$ cat src/rtl/req_pulse_responder.sv
// Responder for the single-cycle request-pulse protocol: fixed-latency ack, bounded in-flight count,
// violation/overflow tracking. Define REQ_PULSE_RSP_SVA_EN to compile in embedded assertions and covers.
module req_pulse_responder #(
    parameter int LATENCY         = 4,
    parameter int MAX_OUTSTANDING = 4,
    parameter int CNT_W           = 8,
    localparam int OW             = $clog2(MAX_OUTSTANDING + 1)
) (
    input  logic             clk,
    input  logic             rst,
    input  logic             req,
    input  logic             clr_err,
    output logic             ack,
    output logic             busy,
    output logic [OW-1:0]    outstanding,
    output logic             overflow,
    output logic             viol,
    output logic [CNT_W-1:0] viol_cnt
);

    typedef enum logic [1:0] {IDLE, ACTIVE, HALT} state_t;

    state_t             state, state_next;
    logic               req_q;
    logic [LATENCY-1:0] pipe, pipe_next;
    logic               new_req, accept, drop;
    logic [OW-1:0]      after_ack, out_next;
    logic               ovf_next;
    logic [CNT_W-1:0]   cnt_next;

    // A held req is a violation, never a new request
    assign new_req = req & ~req_q;
    assign viol    = req & req_q;
    assign ack     = pipe[LATENCY-1];
    assign busy    = (outstanding != '0);

    always_comb begin
        after_ack  = outstanding - OW'(ack);
        accept     = 1'b0;
        drop       = 1'b0;
        if (new_req && state != HALT) begin
            if (after_ack < OW'(MAX_OUTSTANDING))
                accept = 1'b1;
            else
                drop = 1'b1;
        end
        out_next  = after_ack + OW'(accept);
        pipe_next = (pipe << 1) | LATENCY'(accept);

        ovf_next = overflow | drop;
        cnt_next = viol_cnt;
        if (viol && viol_cnt != {CNT_W{1'b1}})
            cnt_next = viol_cnt + 1'b1;

        state_next = state;
        if (clr_err) begin
            // Clear wins over a same-cycle drop, so the responder never stays halted
            ovf_next   = 1'b0;
            cnt_next   = '0;
            state_next = (out_next != '0) ? ACTIVE : IDLE;
        end else if (state == HALT) begin
            state_next = HALT;
        end else if (drop) begin
            state_next = HALT;
        end else begin
            state_next = (out_next != '0) ? ACTIVE : IDLE;
        end
    end

    always_ff @(posedge clk or posedge rst) begin
        if (rst) begin
            state       <= IDLE;
            req_q       <= 1'b0;
            pipe        <= '0;
            outstanding <= '0;
            overflow    <= 1'b0;
            viol_cnt    <= '0;
        end else begin
            state       <= state_next;
            req_q       <= req;
            pipe        <= pipe_next;
            outstanding <= out_next;
            overflow    <= ovf_next;
            viol_cnt    <= cnt_next;
        end
    end

`ifdef REQ_PULSE_RSP_SVA_EN
    a_req_pulse: assert property (@(posedge clk) disable iff (rst) req |=> !req)
        else $error("req_pulse_responder: req held high for more than one cycle");
    a_ack_src: assert property (@(posedge clk) disable iff (rst) ack |-> $past(accept, LATENCY))
        else $error("req_pulse_responder: ack without an accepted request LATENCY cycles earlier");
    a_out_max: assert property (@(posedge clk) disable iff (rst) outstanding <= OW'(MAX_OUTSTANDING))
        else $error("req_pulse_responder: outstanding exceeds MAX_OUTSTANDING");
    a_ovf_sticky: assert property (@(posedge clk) disable iff (rst) overflow && !clr_err |=> overflow)
        else $error("req_pulse_responder: overflow dropped without clr_err");
    c_overflow:  cover property (@(posedge clk) disable iff (rst) drop);
    c_halt_exit: cover property (@(posedge clk) disable iff (rst) state == HALT ##1 state != HALT);
    c_cnt_sat:   cover property (@(posedge clk) disable iff (rst) viol && viol_cnt == {CNT_W{1'b1}});
`endif

endmodule

$ cat config.mk
export PLATFORM = sky130hd
export DESIGN_NAME = req_pulse_responder
export DESIGN_NICKNAME = d
export VERILOG_FILES = /design/src/rtl/req_pulse_responder.sv
export SDC_FILE = /design/constraint.sdc
export NUM_CORES = 1
export LEC_CHECK = 0
export CORE_MARGIN = 2
export CORE_UTILIZATION = 45
export CTS_CLUSTER_DIAMETER = 80
export DETAILED_ROUTE_END_ITERATION = 6
export GPL_ROUTABILITY_DRIVEN = 0
export GPL_TIMING_DRIVEN = 0
export PLACE_DENSITY = 0.69
export SYNTH_ARGS = -nofsm -noshare
export SYNTH_HDL_FRONTEND = slang
export SYNTH_SLANG_ARGS = --single-unit
$ cat constraint.sdc
create_clock -name clk -period 3.4 [get_ports clk]
set_clock_uncertainty 0.1 [all_clocks]
set_input_delay 0.34 -clock clk [delete_from_list [all_inputs] [get_ports clk]]
set_output_delay 0.34 -clock clk [all_outputs]
set_load 0.05 [all_outputs]
==> results of run 1 <==
synth_stat cells (all sizes together):
library cell  count
and4              3
a41oi             2
ha                5
nand3             2
and3              2
a211oi            3
o32a              1
nand2             2
a21boi            2
buf               1
mux2              2
mux2i             1
o21bai            1
or3               1
dfrtp            19
a31oi             2
nor3              3
clkbuf            1
nor2              7
xor2              2
nor4              1
a311oi            1
nor2b             3
nand2b            4
a21oi             2
inv               6
and2              1
nand4             1
per-stage QoR:
stage / cells / total power [mW] / hold slack (ns) / worst slack (ns) / instance area (µm²)
global placement: 126 / 0.5595 / 0.2316 / 0.9802 / 1131
detailed placement: 126 / 0.5627 / 0.2365 / 0.9613 / 1131
global route: 130 / 0.7141 / 0.2790 / 0.8654 / 1159
CTS: 130 / 0.6793 / 0.2626 / 0.9790 / 1159
finish: 130 / 0.6695 / 0.2575 / 0.9703 / 1159
floorplan: 81 / 0.4756 / 0.1911 / 0.8890 / 917.1
flip-flops by register name, indices dropped and copies added, names as in the netlist:
name and count:
pipe 4, req_q 1, viol_cnt 8, outstanding 3, state 2, overflow 1
final cells by class:
class | count | area share [%]
inverters | 6 | 1.944
clock inverters | 1 | 0.4320
flip-flops and latches | 19 | 41.04
clock buffers | 3 | 1.944
repair buffers | 18 | 15.55
well taps | 27 | 2.916
plain buffers | 2 | 1.296
multi-input cells | 54 | 34.88
logic make-up (layout without fill, tap and decap cells):
group	count (synthesis)	after routing	share of synthesized area, %
AOI/OAI and AO/OA	14	14	12.28
xor gates and xnor gates	2	2	1.910
adders and majority gates	5	5	6.821
buffers and inverters	8	30	4.092
DFF	19	19	51.84
muxes	3	3	4.366
and+or+nand+nor	30	30	18.69
power groups by stage:
stage	Sequential, mW	Clock, mW	Combinational (mW)
floorplan	0.371	0	0.104
global placement	0.288	0	0.272
detailed placement	0.289	0	0.274
CTS	0.284	0.121	0.275
global route	0.290	0.134	0.291
finish	0.283	0.115	0.272
metal layers:
layer	vias to the layer above	global-route usage (%)	routed length (µm)
li1	339	-	-
met1	323	20.12	763
met2	12	22.30	747
met3	4	3.067	53
met4	0	10.00	34
met5	-	0	0
how the worst max path moves through the flow:
stage / cells after the start / endpoint / slack (ns)
after floorplan: 9 / state[0]$_DFF_PP0_ / 0.89
after global placement: 3 / viol / 0.98
after detailed placement: 3 / viol / 0.96
after CTS: 3 / viol / 0.98
after global routing: 9 / state[0]$_DFF_PP0_ / 0.87
final: 3 / viol / 0.97
worst max-delay path, cell delays in order:
cell             delay [ns]
clkdlybuf4s50_1        0.55
and2_1                 0.26
clkdlybuf4s50_1        0.84
==> flow_summary_export.csv, run 1 <==
group,metric,value,unit
run_status,run_status,"finished clean",
yosys,synth_area_leader_cell,"dfrtp_1",
global_route,grt_pass1_wl,2725,µm
flow_run,cap_violations,0,
clock_network,cts.clk_slew.worst_paths,0.10,ns
timing,slew_headroom,54.36,%
finish,final_common_cell,"dfrtp_1",
setup_path,regToRegStartpoint,"pipe[3]$_DFF_PP0_",
finish,n_fill_cell,184,
yosys,synth_top_cell_area_share,51.84,%
global_route,grt_max_degree,20,
detailed_routing,drc,0,
setup_path,arrival,1.99,ns
finish,areaGrowthSynthToFinish,26.33,%
clock_network,cts_resized,0,
worst_hold_path,whs_endpoint,"pipe[3]$_DFF_PP0_",
setup_path,path_class,"in2out",
detailed_routing,routed_via_density,5.215,
global_route,antenna_found_initial,0,
detailed_routing,drtPass1Iterations,3,
setup_path,critPathRequiredTime,2.96,ns
yosys,synth_area,917.1,µm²
floorplanning,rows,16,
floorplanning,start_util,47.23,%
power_and_ir_drop,power_frac_comb,40.6,%
yosys,netlist_instances,81,
setup_path,rrSetupSlack,1.04,ns
power_and_ir_drop,netSwitchingPower,0.2660,mW
timing,fin_setup_tns,0,ns
clock_network,cts_buffer_depth,2,
finish,antenna_cells,0,
power_and_ir_drop,power.density,577.8,nW/µm²
detailed_routing,drt_iter0_drc,7,
worst_hold_path,hold_path_startpoint,"pipe[2]$_DFF_PP0_",
clock_network,hold_buffers,0,
timing,finalSetupViolCount,0,
finish,fin_nets,113,
global_route,overflow,0,
finish,utilization,59.66,%
clock_network,clock_latency,0.30,ns
yosys,yosys-top-cells-area,"dfrtp_1, ha_1, mux2_4, nor2_1, nand2b_1",
detailed_routing,wire_per_inst,12.29,µm
setup_path,cp-start-kind,"input pin",
clock_network,htree_levels,1,
yosys,yosysWarnings,0,
finish,drive_gt1_share,12.62,%
floorplanning,die_w,49.15,µm
floorplanning,top_level_ports,19,
clock_network,clock_sinks,19,
detailed_routing,drt-total-wl,1598,µm
power_and_ir_drop,clock_power_share,17.1,%
finish,multi_input_area,404.1,µm²
setup_path,crit_path_max_fanout,6,
timing,rsz0062_at_grt,"no",
timing,tightestPinTransition,0.6838,ns
setup_path,cp-startpoint,"req",
global_route,grt_pass1_vias,598,
yosys,ys_types,33,
power_and_ir_drop,intPower,0.4035,mW
setup_path,endpoint_kind,"output port",
clock_network,cts_tree,"done",
clock_network,numCtsBuffers,3,
power_and_ir_drop,leakagePower,0.5169,nW
finish,seqCellArea,475.5,µm²
detailed_routing,dr_total_vias,678,
yosys,syn_avg_cell_area,11.32,µm²
timing,max_freq,411.6,MHz
floorplanning,die_h,49.15,µm
power_and_ir_drop,ir_drop,0.4347,mV
worst_hold_path,hold_depth,0,
clock_network,cts-root-buf,"clkbuf_4",
floorplanning,coreArea,1942,µm²
setup_path,reg2reg_to,"state[0]$_DFF_PP0_",
timing,maxSlewViolCount,0,
detailed_routing,postRouteAntennaNets,0,
floorplanning,dieArea,2415,µm²
global_route,grt.total_usage,15.14,%
timing,period_needed,2.430,ns
placed_design,hpwlAfterDp,1164,µm
timing,period_share,71.46,%
finish,layout_common_cells,"dfrtp_1, clkdlybuf4s50_1, nor2_1",
placed_design,io_buffers,18,
setup_path,ff2ff_path_depth,8,
timing,finalHoldViolCount,0,
worst_hold_path,hold_path.class,"reg2reg",
yosys,synth-seq-cells,19,
power_and_ir_drop,seqPwrFrac,42.3,%
clock_network,post_cts_buffers,0,
yosys,synth_fp_nets,90,
power_and_ir_drop,netSwitchingFraction,39.73,%
yosys,seq_area_frac_synth,51.84,%
Power figures use the tool's default switching activity.
==> inputs of run 2 (changes only) <==
- clock period: 3.4 -> 2.5 ns (I/O delays scaled with it)
==> flow_summary_export.csv, run 2 (synthesized netlist as in run 1, its figures left out) <==
group,metric,value,unit
setup_path,critPathRequiredTime,2.59,ns
finish,antenna_cells,0,
detailed_routing,drtPass1Iterations,4,
timing,maxSlewViolCount,0,
detailed_routing,routed_via_density,5.446,
clock_network,clock_latency,0.30,ns
setup_path,path_class,"reg2reg",
floorplanning,rows,16,
run_status,run_status,"finished clean",
global_route,antenna_found_initial,0,
timing,max_freq,436.8,MHz
global_route,grt.total_usage,15.98,%
floorplanning,start_util,47.23,%
finish,layout_common_cells,"clkdlybuf4s50_1, dfrtp_1, nor2_1",
setup_path,endpoint_kind,"flop",
floorplanning,dieArea,2415,µm²
floorplanning,die_w,49.15,µm
setup_path,arrival,2.38,ns
detailed_routing,met2_length,796,µm
floorplanning,top_level_ports,19,
global_route,overflow,0,
setup_path,ff2ff_path_depth,8,
timing,slew_headroom,54.04,%
clock_network,cts_tree,"done",
placed_design,place_inst,126,
floorplanning,coreArea,1942,µm²
timing,finalSetupViolCount,0,
finish,largest-register,"viol_cnt",
finish,top_regs,"viol_cnt x8, pipe x4, outstanding x3",
clock_network,cts_buffer_depth,2,
timing,period_share,91.57,%
placed_design,hpwlAfterDp,1263,µm
timing,rsz0062_at_grt,"no",
clock_network,cts-root-buf,"clkbuf_4",
finish,largest_reg_flops,8,
timing,period_needed,2.289,ns
setup_path,crit_path_max_fanout,4,
clock_network,numCtsBuffers,3,
floorplanning,die_h,49.15,µm
global_route,grt_pass1_wl,3001,µm
detailed_routing,drc,0,
clock_network,post_cts_buffers,0,
worst_hold_path,hold_path.class,"in2async",
setup_path,cp-start-kind,"flop",
clock_network,clock_sinks,19,
detailed_routing,wire_per_inst,13.16,µm
detailed_routing,topRoutingLayerUsed,"met4",
setup_path,cp-startpoint,"pipe[3]$_DFF_PP0_",
detailed_routing,wl_met1,821,µm
power_and_ir_drop,power.density,796.4,nW/µm²
finish,final_cells,130,
power_and_ir_drop,leakagePower,0.5126,nW
detailed_routing,wl_met3,78,µm
detailed_routing,drt_iter0_drc,14,
finish,drive_gt1_share,14.56,%
flow_run,cap_violations,0,
setup_path,regToRegStartpoint,"pipe[3]$_DFF_PP0_",
timing,finalHoldViolCount,0,
finish,areaGrowthSynthToFinish,27.56,%
setup_path,crit_end,"state[0]$_DFF_PP0_",
setup_path,reg2reg_to,"state[0]$_DFF_PP0_",
detailed_routing,drt-total-wl,1711,µm
power_and_ir_drop,ir_drop,0.5871,mV
finish,fin_nets,113,
timing,fin_setup_tns,0,ns
placed_design,io_buffers,18,
clock_network,htree_levels,1,
detailed_routing,postRouteAntennaNets,0,
global_route,grt_max_degree,20,
clock_network,cts.clk_slew.worst_paths,0.12,ns
global_route,grt_pass1_vias,680,
detailed_routing,dr_total_vias,708,
timing,tightestPinTransition,0.6887,ns
setup_path,rrSetupSlack,0.21,ns
==> run 2: cell types whose count changed in the layout (fill, tap and decap cells not counted), sizes merged <==
cell / delta
clkinvlp: +1
clkinv: -1
==> run 2: worst min-delay path by stage <==
stage	to	slack, ns	depth (start not counted)
after floorplan	outstanding[1]$_DFF_PP0_	0.10	1
after global placement	pipe[1]$_DFF_PP0_	0.23	0
after detailed placement	pipe[2]$_DFF_PP0_	0.24	0
after CTS	pipe[2]$_DFF_PP0_	0.26	0
after global routing	pipe[2]$_DFF_PP0_	0.27	0
final	viol_cnt[6]$_DFFE_PP0P_	0.25	2
==> run 2: per-layer routing <==
metal | up-vias | GRT usage (%)
li1 | 337 | -
met1 | 350 | 22.97
met2 | 19 | 24.32
met3 | 2 | 1.840
met4 | 0 | 7.143
met5 | - | 0
==> run 2: worst max-delay path: stages, from the launching register on <==
cell	delay, ns
dfrtp_1	0.40
ha_1	0.20
ha_1	0.21
xor2_2	0.26
nor2_1	0.11
ha_1	0.21
ha_1	0.19
xor2_1	0.18
o32a_2	0.34
==> run 2: final cells by class <==
type	count	area, µm²
Inverter	6	22.52
Fill cell	170	772.0
Tap cell	27	33.78
Clock buffer	3	22.52
Timing Repair Buffer	18	180.2
Sequential cell	19	476.7
Multi-Input combinational cell	54	411.6
Clock inverter	1	7.507
Buffer	2	15.01
==> run 2: power by group <==
part | total, mW | switching (mW) | internal (mW)
Sequential | 0.391 | 0.0307 | 0.360
Combinational | 0.380 | 0.246 | 0.134
Clock | 0.161 | 0.100 | 0.0609
Total | 0.932 | 0.377 | 0.555
==> run 2: stage by stage <==
stage	setup WS [ns]	util (%)	cell area (µm²)	total power, mW	hold WS, ns
after CTS	0.1148	59.86	1162	0.9350	0.2649
after detailed placement	0.1317	58.31	1132	0.7725	0.2379
after floorplan	0.04915	-	918.4	0.6486	0.1011
after global placement	0.1775	58.31	1132	0.7632	0.2337
after global routing	0.05106	60.24	1170	0.9854	0.2673
final	0.2106	60.24	1170	0.9317	0.2470
==> run 2: repair_timing <==
| action | 4_1_cts | 5_1_grt |
|---|---|---|
| hold buffers | 0 | 0 |
| resized for setup | 0 | 1 |
| setup endpoints to repair | 0 | 1 |
==> inputs of run 3 (changes only) <==
- PLACE_DENSITY: 0.69 -> 0.71
- TNS_END_PERCENT: default -> 1
==> flow_summary_export.csv, run 3 (synthesized netlist as in run 1, its figures left out) <==
group,metric,value,unit
run_status,run_status,"finished clean",
detailed_routing,wire_per_inst,12.80,µm
detailed_routing,routed_via_density,5.231,
detailed_routing,drt_iter0_drc,10,
setup_path,path_class,"reg2reg",
clock_network,clock_latency,0.29,ns
timing,fin_hold_ws,0.2588,ns
floorplanning,die_h,49.15,µm
finish,top_regs,"viol_cnt x8, pipe x4, outstanding x3",
power_and_ir_drop,leakagePower,0.5132,nW
placed_design,io_buffers,18,
clock_network,cts.clk_slew.worst_paths,0.10,ns
detailed_routing,drtPass1Iterations,4,
finish,areaGrowthSynthToFinish,26.33,%
finish,antenna_cells,0,
finish,largest_reg_flops,8,
power_and_ir_drop,power.density,784.4,nW/µm²
floorplanning,rows,16,
clock_network,htree_levels,1,
clock_network,hold_buffers,0,
finish,seqCellArea,476.7,µm²
finish,largest-register,"viol_cnt",
detailed_routing,drt-total-wl,1664,µm
floorplanning,coreArea,1942,µm²
setup_path,critPathRequiredTime,2.58,ns
floorplanning,die_w,49.15,µm
timing,finalSetupViolCount,0,
global_route,antenna_found_initial,0,
timing,slew_headroom,53.98,%
setup_path,cpMostUsedCell,"ha_1",
setup_path,slowest_delay,0.41,ns
flow_run,cap_violations,0,
setup_path,endpoint_kind,"flop",
clock_network,cts_buffer_depth,2,
placed_design,hpwlAfterDp,1229,µm
clock_network,numCtsBuffers,3,
global_route,grt.total_usage,16.51,%
finish,layout_common_cells,"clkdlybuf4s50_1, dfrtp_1, nor2_1",
clock_network,post_cts_buffers,0,
setup_path,arrival,2.45,ns
setup_path,crit_path_max_fanout,4,
placed_design,pre_cts_ws,0.1510,ns
finish,drive_gt1_share,12.62,%
global_route,grt_pass1_wl,3001,µm
timing,period_needed,2.364,ns
timing,finalHoldViolCount,0,
setup_path,cp-start-kind,"flop",
floorplanning,top_level_ports,19,
global_route,overflow,0,
finish,multi_input_area,404.1,µm²
setup_path,crit_family,"adder cells",
finish,final_cells,130,
timing,tightestPinTransition,0.6896,ns
timing,maxSlewViolCount,0,
detailed_routing,dr_total_vias,680,
power_and_ir_drop,ir_drop,0.7524,mV
setup_path,critPathSlowestCell,"dfrtp_1",
clock_network,cts_resized,0,
timing,period_share,94.57,%
timing,setup_ws,0.1357,ns
setup_path,crit_path_cell_trace,"ha_1, ha_1, xor2_1, nor2_1, ha_1, ha_1, xor2_1, o32a_2",
finish,fin_nets,113,
timing,max_freq,423.0,MHz
global_route,grt_pass1_vias,625,
placed_design,place_inst,126,
clock_network,clock_sinks,19,
timing,fin_setup_tns,0,ns
worst_hold_path,hold_path.class,"in2async",
floorplanning,start_util,47.23,%
timing,rsz0062_at_grt,"no",
setup_path,critPathBufInv,0,
finish,n_fill_cell,184,
detailed_routing,postRouteAntennaNets,0,
global_route,grt_max_degree,20,
floorplanning,dieArea,2415,µm²
detailed_routing,drc,0,
clock_network,cts_tree,"done",
clock_network,cts-root-buf,"clkbuf_4",
[run 3: changes by cell type in the layout (fill, tap and decap cells not counted), sizes merged]
cell,previous run,this run
clkbuf,4,5
clkinvlp,1,0
[run 3: power by group]
part | switching (mW) | internal, mW | leakage [nW]
Combinational | 0.240 | 0.130 | 0.250
Sequential | 0.0307 | 0.360 | 0.248
Clock | 0.0865 | 0.0621 | 0.0150
[run 3: per-layer routing]
layer  vias to the layer above  routed length, µm  GRT usage [%]
li1                        341                  -              -
met1                       322                785          21.89
met3                         2                 73          5.828
met5                         -                  0              0
met2                        15                790          25.68
met4                         0                 15          4.286
[run 3: cell type report]
type                       instances  area share [%]
buffer                             2           1.296
clock buffer                       4           2.268
inverter                           6           1.944
multi-input combinational         54           34.88
sequential                        19           41.14
tap                               27           2.916
timing repair buffer              18           15.55
[run 3: final timing paths]
path / from / endpoint / slack [ns] / cells after the start
setup / recovery: pipe[3]$_DFF_PP0_ / state[0]$_DFF_PP0_ / 0.14 / 8
hold / removal: rst / viol_cnt[3]$_DFFE_PP0P_ / 0.26 / 2
setup reg to reg: pipe[3]$_DFF_PP0_ / state[0]$_DFF_PP0_ / 0.14 / 8
hold reg to reg: pipe[0]$_DFF_PP0_ / pipe[1]$_DFF_PP0_ / 0.26 / 0
max in group asynchronous: rst / outstanding[0]$_DFF_PP0_ / 1.56 / 2
min in group clk: pipe[0]$_DFF_PP0_ / pipe[1]$_DFF_PP0_ / 0.26 / 0
[run 3: worst register-to-register path, stage by stage (launching register included)]
cell and delay, ns:
dfrtp_1 0.41, ha_1 0.20, ha_1 0.18, xor2_1 0.32, nor2_1 0.13, ha_1 0.22
ha_1 0.19, xor2_1 0.18, o32a_2 0.34
[run 3: per-stage QoR]
| step | cell area (µm²) | power [mW] | util, % |
|---|---|---|---|
| floorplan | 918.4 | 0.6486 | - |
| global placement | 1132 | 0.7605 | 58.31 |
| finish | 1159 | 0.9088 | 59.66 |
| detailed placement | 1132 | 0.7707 | 58.31 |
| CTS | 1159 | 0.9234 | 59.66 |
| global route | 1159 | 0.9650 | 59.66 |
